### config.mk
export PLATFORM = sky130hd
export DESIGN_NAME = breakout_game_ctrl
export DESIGN_NICKNAME = d
export VERILOG_FILES = /design/src/rtl/breakout_pkg.sv /design/src/rtl/breakout_game_ctrl_prio_enc.sv /design/src/rtl/breakout_game_ctrl.sv
export SDC_FILE = /design/constraint.sdc
export NUM_CORES = 1
export LEC_CHECK = 0
export CAP_MARGIN = 0
export CORE_MARGIN = 3
export CORE_UTILIZATION = 50
export DETAILED_ROUTE_END_ITERATION = 10
export PLACE_DENSITY = 0.77
export REMOVE_ABC_BUFFERS = 1
export SLEW_MARGIN = 10
export SYNTH_ARGS = -nofsm -noshare
export SYNTH_HDL_FRONTEND = slang
export SYNTH_HIERARCHICAL = 1
export SYNTH_SLANG_ARGS = --single-unit
### constraint.sdc
create_clock -name pclk -period 4.8 [get_ports pclk]
set_input_delay 0.48 -clock pclk [delete_from_list [all_inputs] [get_ports pclk]]
set_output_delay 0.48 -clock pclk [all_outputs]
set_load 0.005 [all_outputs]
### src/rtl/breakout_pkg.sv
// Shared game-controller types and brick mask constants, also used by the
// collision detector and the drawing logic.
package breakout_pkg;

    localparam int NUM_BLOCKS = 16;
    localparam int IDX_W      = $clog2(NUM_BLOCKS);

    typedef enum logic [2:0] {
        ST_IDLE      = 3'd0,
        ST_SERVE     = 3'd1,
        ST_PLAY      = 3'd2,
        ST_LOST      = 3'd3,
        ST_GAME_OVER = 3'd4,
        ST_WIN       = 3'd5
    } game_state_t;

    localparam logic [NUM_BLOCKS-1:0] BLOCKS_NONE = 16'h0000;
    localparam logic [NUM_BLOCKS-1:0] BLOCKS_ALL  = 16'hFFFF;
    localparam logic [NUM_BLOCKS-1:0] BLOCKS_ROW0 = 16'h00FF;
    localparam logic [NUM_BLOCKS-1:0] BLOCKS_ROW1 = 16'hFF00;

    function automatic logic [15:0] sat_add16(input logic [15:0] a, input logic [15:0] b);
        logic [16:0] sum;
        sum = {1'b0, a} + {1'b0, b};
        return sum[16] ? 16'hFFFF : sum[15:0];
    endfunction

endpackage

### src/rtl/breakout_game_ctrl_prio_enc.sv
// Brick hit priority encoder: lowest set bit of the mask wins.
import breakout_pkg::*;

module block_prio_enc (
    input  logic [NUM_BLOCKS-1:0] mask,
    output logic [IDX_W-1:0]      idx,
    output logic                  valid
);

    // Scan from the top so the lowest set index is the last one written
    always_comb begin
        idx   = '0;
        valid = 1'b0;
        for (int i = NUM_BLOCKS - 1; i >= 0; i--) begin
            if (mask[i]) begin
                idx   = IDX_W'(i);
                valid = 1'b1;
            end else begin
                idx   = idx;
            end
        end
    end

endmodule

### src/rtl/breakout_game_ctrl.sv
// Breakout game sequencer: brick hit-point table, score, lives and game flow.
// Accepts at most one brick hit per video frame.
import breakout_pkg::*;

module breakout_game_ctrl #(
    parameter int HITS_PER_BLOCK   = 2,
    parameter int LIVES_INIT       = 3,
    parameter int POINTS_PER_BRICK = 10,
    parameter int SERVE_FRAMES     = 60
) (
    input  logic                  pclk,
    input  logic                  rst,
    input  logic                  frame_tick,
    input  logic                  start_btn,
    input  logic                  collision_det,
    input  logic [NUM_BLOCKS-1:0] blocks_hit,
    input  logic                  ball_lost,
    output logic [NUM_BLOCKS-1:0] blocks_alive,
    output logic                  bounce_req,
    output logic                  ball_release,
    output logic [15:0]           score,
    output logic [2:0]            lives,
    output logic                  game_over,
    output logic                  game_won
);

    localparam int          SC_W    = $clog2(SERVE_FRAMES);
    localparam logic [1:0]  HP_INIT = 2'(HITS_PER_BLOCK);
    localparam logic [15:0] PTS     = 16'(POINTS_PER_BRICK);

    game_state_t             state_r, state_s;
    logic                    start_prev_r, hit_lock_r;
    logic [SC_W-1:0]         serve_cnt_r;
    logic [1:0]              hp_r [NUM_BLOCKS];
    logic                    start_edge_s, serve_done_s, reload_s, hit_valid_s;
    logic [NUM_BLOCKS-1:0]   eff_mask_s;
    logic [IDX_W-1:0]        hit_idx_s;

    assign start_edge_s = start_btn & ~start_prev_r;
    assign serve_done_s = frame_tick && (serve_cnt_r == SC_W'(SERVE_FRAMES - 1));

    // Only live bricks, only in PLAY, only while unlocked this frame
    always_comb begin
        eff_mask_s = BLOCKS_NONE;
        if ((state_r == ST_PLAY) && collision_det && !hit_lock_r) begin
            eff_mask_s = blocks_hit & blocks_alive;
        end else begin
            eff_mask_s = BLOCKS_NONE;
        end
    end

    block_prio_enc u_prio (
        .mask  (eff_mask_s),
        .idx   (hit_idx_s),
        .valid (hit_valid_s)
    );

    // Next-state logic
    always_comb begin
        state_s  = state_r;
        reload_s = 1'b0;
        case (state_r)
            ST_IDLE, ST_GAME_OVER, ST_WIN: begin
                if (start_edge_s) begin
                    state_s  = ST_SERVE;
                    reload_s = 1'b1;
                end else begin
                    state_s  = state_r;
                end
            end
            ST_SERVE: begin
                if (serve_done_s) begin
                    state_s = ST_PLAY;
                end else begin
                    state_s = ST_SERVE;
                end
            end
            ST_PLAY: begin
                if (blocks_alive == BLOCKS_NONE) begin
                    state_s = ST_WIN;
                end else if (ball_lost) begin
                    state_s = ST_LOST;
                end else begin
                    state_s = ST_PLAY;
                end
            end
            ST_LOST: begin
                if (lives == 3'd1) begin
                    state_s = ST_GAME_OVER;
                end else begin
                    state_s = ST_SERVE;
                end
            end
            default: state_s = ST_IDLE;
        endcase
    end

    // State register and start-button edge history
    always_ff @(posedge pclk) begin
        if (rst) begin
            state_r      <= ST_IDLE;
            start_prev_r <= 1'b0;
        end else begin
            state_r      <= state_s;
            start_prev_r <= start_btn;
        end
    end

    // Registered control outputs derived from the next state
    always_ff @(posedge pclk) begin
        if (rst) begin
            bounce_req   <= 1'b0;
            ball_release <= 1'b0;
            game_over    <= 1'b0;
            game_won     <= 1'b0;
        end else begin
            bounce_req   <= hit_valid_s;
            ball_release <= (state_s == ST_PLAY);
            game_over    <= (state_s == ST_GAME_OVER);
            game_won     <= (state_s == ST_WIN);
        end
    end

    // Brick hit-point table, alive mask and score
    always_ff @(posedge pclk) begin
        if (rst || reload_s) begin
            for (int i = 0; i < NUM_BLOCKS; i++) begin
                hp_r[i] <= HP_INIT;
            end
            blocks_alive <= BLOCKS_ALL;
            score        <= 16'd0;
        end else if (hit_valid_s && (hp_r[hit_idx_s] != 2'd0)) begin
            hp_r[hit_idx_s] <= hp_r[hit_idx_s] - 2'd1;
            if (hp_r[hit_idx_s] == 2'd1) begin
                blocks_alive[hit_idx_s] <= 1'b0;
                score                   <= sat_add16(score, PTS);
            end
        end
    end

    // Lives: reloaded on a fresh game, one taken per LOST visit
    always_ff @(posedge pclk) begin
        if (rst || reload_s) begin
            lives <= 3'(LIVES_INIT);
        end else if ((state_r == ST_LOST) && (lives != 3'd0)) begin
            lives <= lives - 3'd1;
        end
    end

    // Serve frame counter and the one-hit-per-frame lock
    always_ff @(posedge pclk) begin
        if (rst) begin
            serve_cnt_r <= '0;
            hit_lock_r  <= 1'b0;
        end else begin
            if (state_r != ST_SERVE || serve_done_s) begin
                serve_cnt_r <= '0;
            end else if (frame_tick) begin
                serve_cnt_r <= serve_cnt_r + SC_W'(1);
            end
            if (state_r != ST_PLAY) begin
                hit_lock_r <= 1'b0;
            end else if (hit_lock_r) begin
                hit_lock_r <= ~frame_tick;
            end else if (hit_valid_s) begin
                hit_lock_r <= 1'b1;
            end
        end
    end

endmodule

==> reports/metrics.yaml <==
outcome:
  status: "finished, final reports clean"
final_layout:
  layout.nets: 528
  final_core_util_pct: 64.7
  antenna_cells: 0
  instances_no_fill: 606
  layout-drive-gt1-share_pct: 12.3
  areaGrowthSynthToFinish_pct: 21.9
floorplanning:
  die_y_um: 98.0
  pin_count: 61
  die_area_mm2: 0.00960
  die_w_um: 98.0
  num_rows: 32
  core_mm2: 0.00797
  initial_core_util_pct: 53.1
detailed_routing:
  wl_per_cell_um: 17.0
  drtIter0Drc: 255
  drcViolationCount: 0
  wl_um: 10300
  avgViaCountPerCell: 5.88
  vias: 3563
  postRouteAntennaNets: 0
  first_pass_iters: 5
yosys:
  synth_edf_count: 32
  synth_common_cells: "dfxtp_1 (50), nor2_1 (48), nand2_1 (41)"
  synth.avg_cell_area_um2: 9.70
  syn_inst: 436
  syn_area_mm2: 0.00423
  seq_area_frac_synth_pct: 46.4
  ys.flop_type: "dfxtp_1"
  synth.distinct_cells: 59
  yosys_warnings: 6
  async_flop_share_pct: 0
  synth_top_area_share_pct: 23.7
  ys_ff_latch: 82
  synth_area_leaders: "dfxtp_1 (24%), edfxtp_1 (23%), o21ai_0 (4.3%)"
  yosysMostFrequentCell: "dfxtp_1"
  yosys.area.top_type: "dfxtp_1"
pwr:
  p_seq_share_pct: 58.2
  clkPwrFrac_pct: 36.0
  internal-power_mw: 0.969
  ir_worst_vdd_v: 0.000123
  p_switching_mw: 0.298
  comb_power_share_pct: 5.7
  power_density_mw_per_mm2: 246
  leakage_nw: 1.72
  p_sw_share_pct: 23.5
placement:
  post-dp-hpwl_um: 7540
  port_buffers: 60
  dp.cells: 589
  gp_congestion: 0.900
  dp_slack_ns: 0.102
clock_tree:
  clockBufferDepth: 2
  cts_tree: "built"
  clk_pin_slew_ns: 0.09
  cts_made_buffers: 9
  clock_latency_ns: 0.36
  cts.sinks: 82
  cts_root_buf: "clkbuf_8"
  h-tree-depth: 3
sta:
  worst_pin_slew_ns: 0.915
  final-hold-violation-count: 0
  report.final.slew_viol_count: 0
  fin_crit_sh_pct: 94.0
  skew_ns: 0.0123
  grt_setup_unrepaired: "no"
  timing.final.ws_setup_ns: 0.286
  period_minus_slack_ns: 4.51
  max_freq_ghz: 0.222
  setup_viol: 0
  tns_ns: 0
  timing.max_slew.rel_slack_pct: 38.8
critical_path:
  critical_path_peak_fanout: 16
  cp-end-kind: "register"
  critPathArrivalTime_ns: 4.60
  path_class: "reg -> reg"
  worstPathRequired_ns: 4.89
  start_kind: "register"
grt:
  grt_max_degree: 25
  track_usage_pct: 21.3
  grt_pass1_wl_um: 16600
  gr-total-overflow: 0
  grt_pass1_vias: 3347
  antenna_found_initial: 0
hold_path:
  min_path_type: "reg -> reg"
run:
  drv_cap: 0
==> registers in the layout (all words and copies together), names as in the netlist <==
register      cells
game_won          1
hit_lock_r        1
blocks_alive     16
bounce_req        1
lives             3
state_r           3
serve_cnt_r       6
start_prev_r      1
game_over         1
score            16
ball_release      1
hp_r             32
==> what timing repair did <==
| item | 4_1_cts | 5_1_grt |
|---|---|---|
| setup buffers | 0 | 1 |
| hold buffers | 0 | 0 |
| setup endpoints to repair | 0 | 27 |
| resized for setup | 0 | 7 |
| hold endpoints to repair | 0 | 0 |
==> power groups by stage <==
stage	combinational, mW	clock (mW)	sequential [mW]
floorplan	0.0373	0	0.753
global placement	0.0706	0	0.754
detailed placement	0.0714	0	0.754
CTS	0.0721	0.469	0.738
global route	0.0786	0.491	0.740
finish	0.0727	0.457	0.738
==> kinds of logic after synthesis <==
kind of cell	Yosys count	synth area share (%)
AO/OA/AOI/OAI	86	14.5
XOR/XNOR	12	2.49
adder cells (fa/ha/maj)	7	2.07
buffers and inverters	34	4.26
flip-flops	82	46.4
multiplexers	11	4.97
AND/OR/NAND/NOR	204	25.3
==> per-stage QoR <==
step	hold WS [ns]	total power, mW	instance area [um2]
floorplan	0.460	0.790	4090
global placement	0.455	0.824	4940
detailed placement	0.468	0.826	4940
CTS	0.494	1.28	5120
global route	0.517	1.31	5160
finish	0.491	1.27	5160
==> routing by layer <==
metal / global-route usage [%] / vias to the layer above / wire, um
met4: 8.31 / 0 / 198
met2: 33.7 / 148 / 4860
met1: 29.2 / 1676 / 4530
li1: - / 1723 / -
met3: 3.71 / 16 / 683
met5: 0 / - / 0
==> critical path: stages, from the launching register on <==
cell       delay (ns)
dfxtp_2          0.37
or3_4            0.43
nor3b_4          0.20
buf_6            0.17
and3_1           0.22
a21oi_1          0.06
o311a_2          0.32
o22ai_1          0.19
buf_4            0.17
buf_4            0.15
mux4_2           0.52
a22o_1           0.25
a221oi_2         0.25
ha_2             0.27
nand2b_1         0.16
buf_12           0.15
a2111oi_4        0.06
nand2b_1         0.22
nor2_1           0.06
==> placed cells by master, fill, tap and decap left out, types with 3 or more instances in the layout <==
cell and n:
a2111oi_4 4, a21oi_1 19, a31oi_1 5, and3_1 19, buf_4 11, clkbuf_8 10
clkdlybuf4s50_1 60, dfxtp_1 49, edfxtp_1 32, ha_1 6, inv_1 11, mux2i_1 3
mux4_2 8, nand2_1 41, nand2b_1 13, nand3_1 23, nand4_1 8, nor2_1 47
nor2b_1 9, nor3_1 12, nor4_1 10, o21ai_0 36, xnor2_1 8, xor2_1 4
==> final cells by class <==
cell class	count	area (um2)
Multi-Input combinational cell	320	2110
Fill cell	669	2810
Clock buffer	11	141
Tap cell	102	128
Sequential cell	82	1960
Inverter	12	45.0
Clock inverter	5	36.3
Timing Repair Buffer	74	734
==> worst paths after layout <==
path                         startpoint                  endpoint  slack [ns]  cells past startpoint
setup / recovery  state_r[2]$_SDFF_PP0_  hp_r[5][0]$_SDFFCE_PN0P_        0.29                     18
hold / removal    score[0]$_SDFFE_PP0P_     score[0]$_SDFFE_PP0P_        0.49                      2
setup reg to reg  state_r[2]$_SDFF_PP0_  hp_r[5][0]$_SDFFCE_PN0P_        0.29                     18
hold reg to reg   score[0]$_SDFFE_PP0P_     score[0]$_SDFFE_PP0P_        0.49                      2
(Power assumes the default switching activity.)
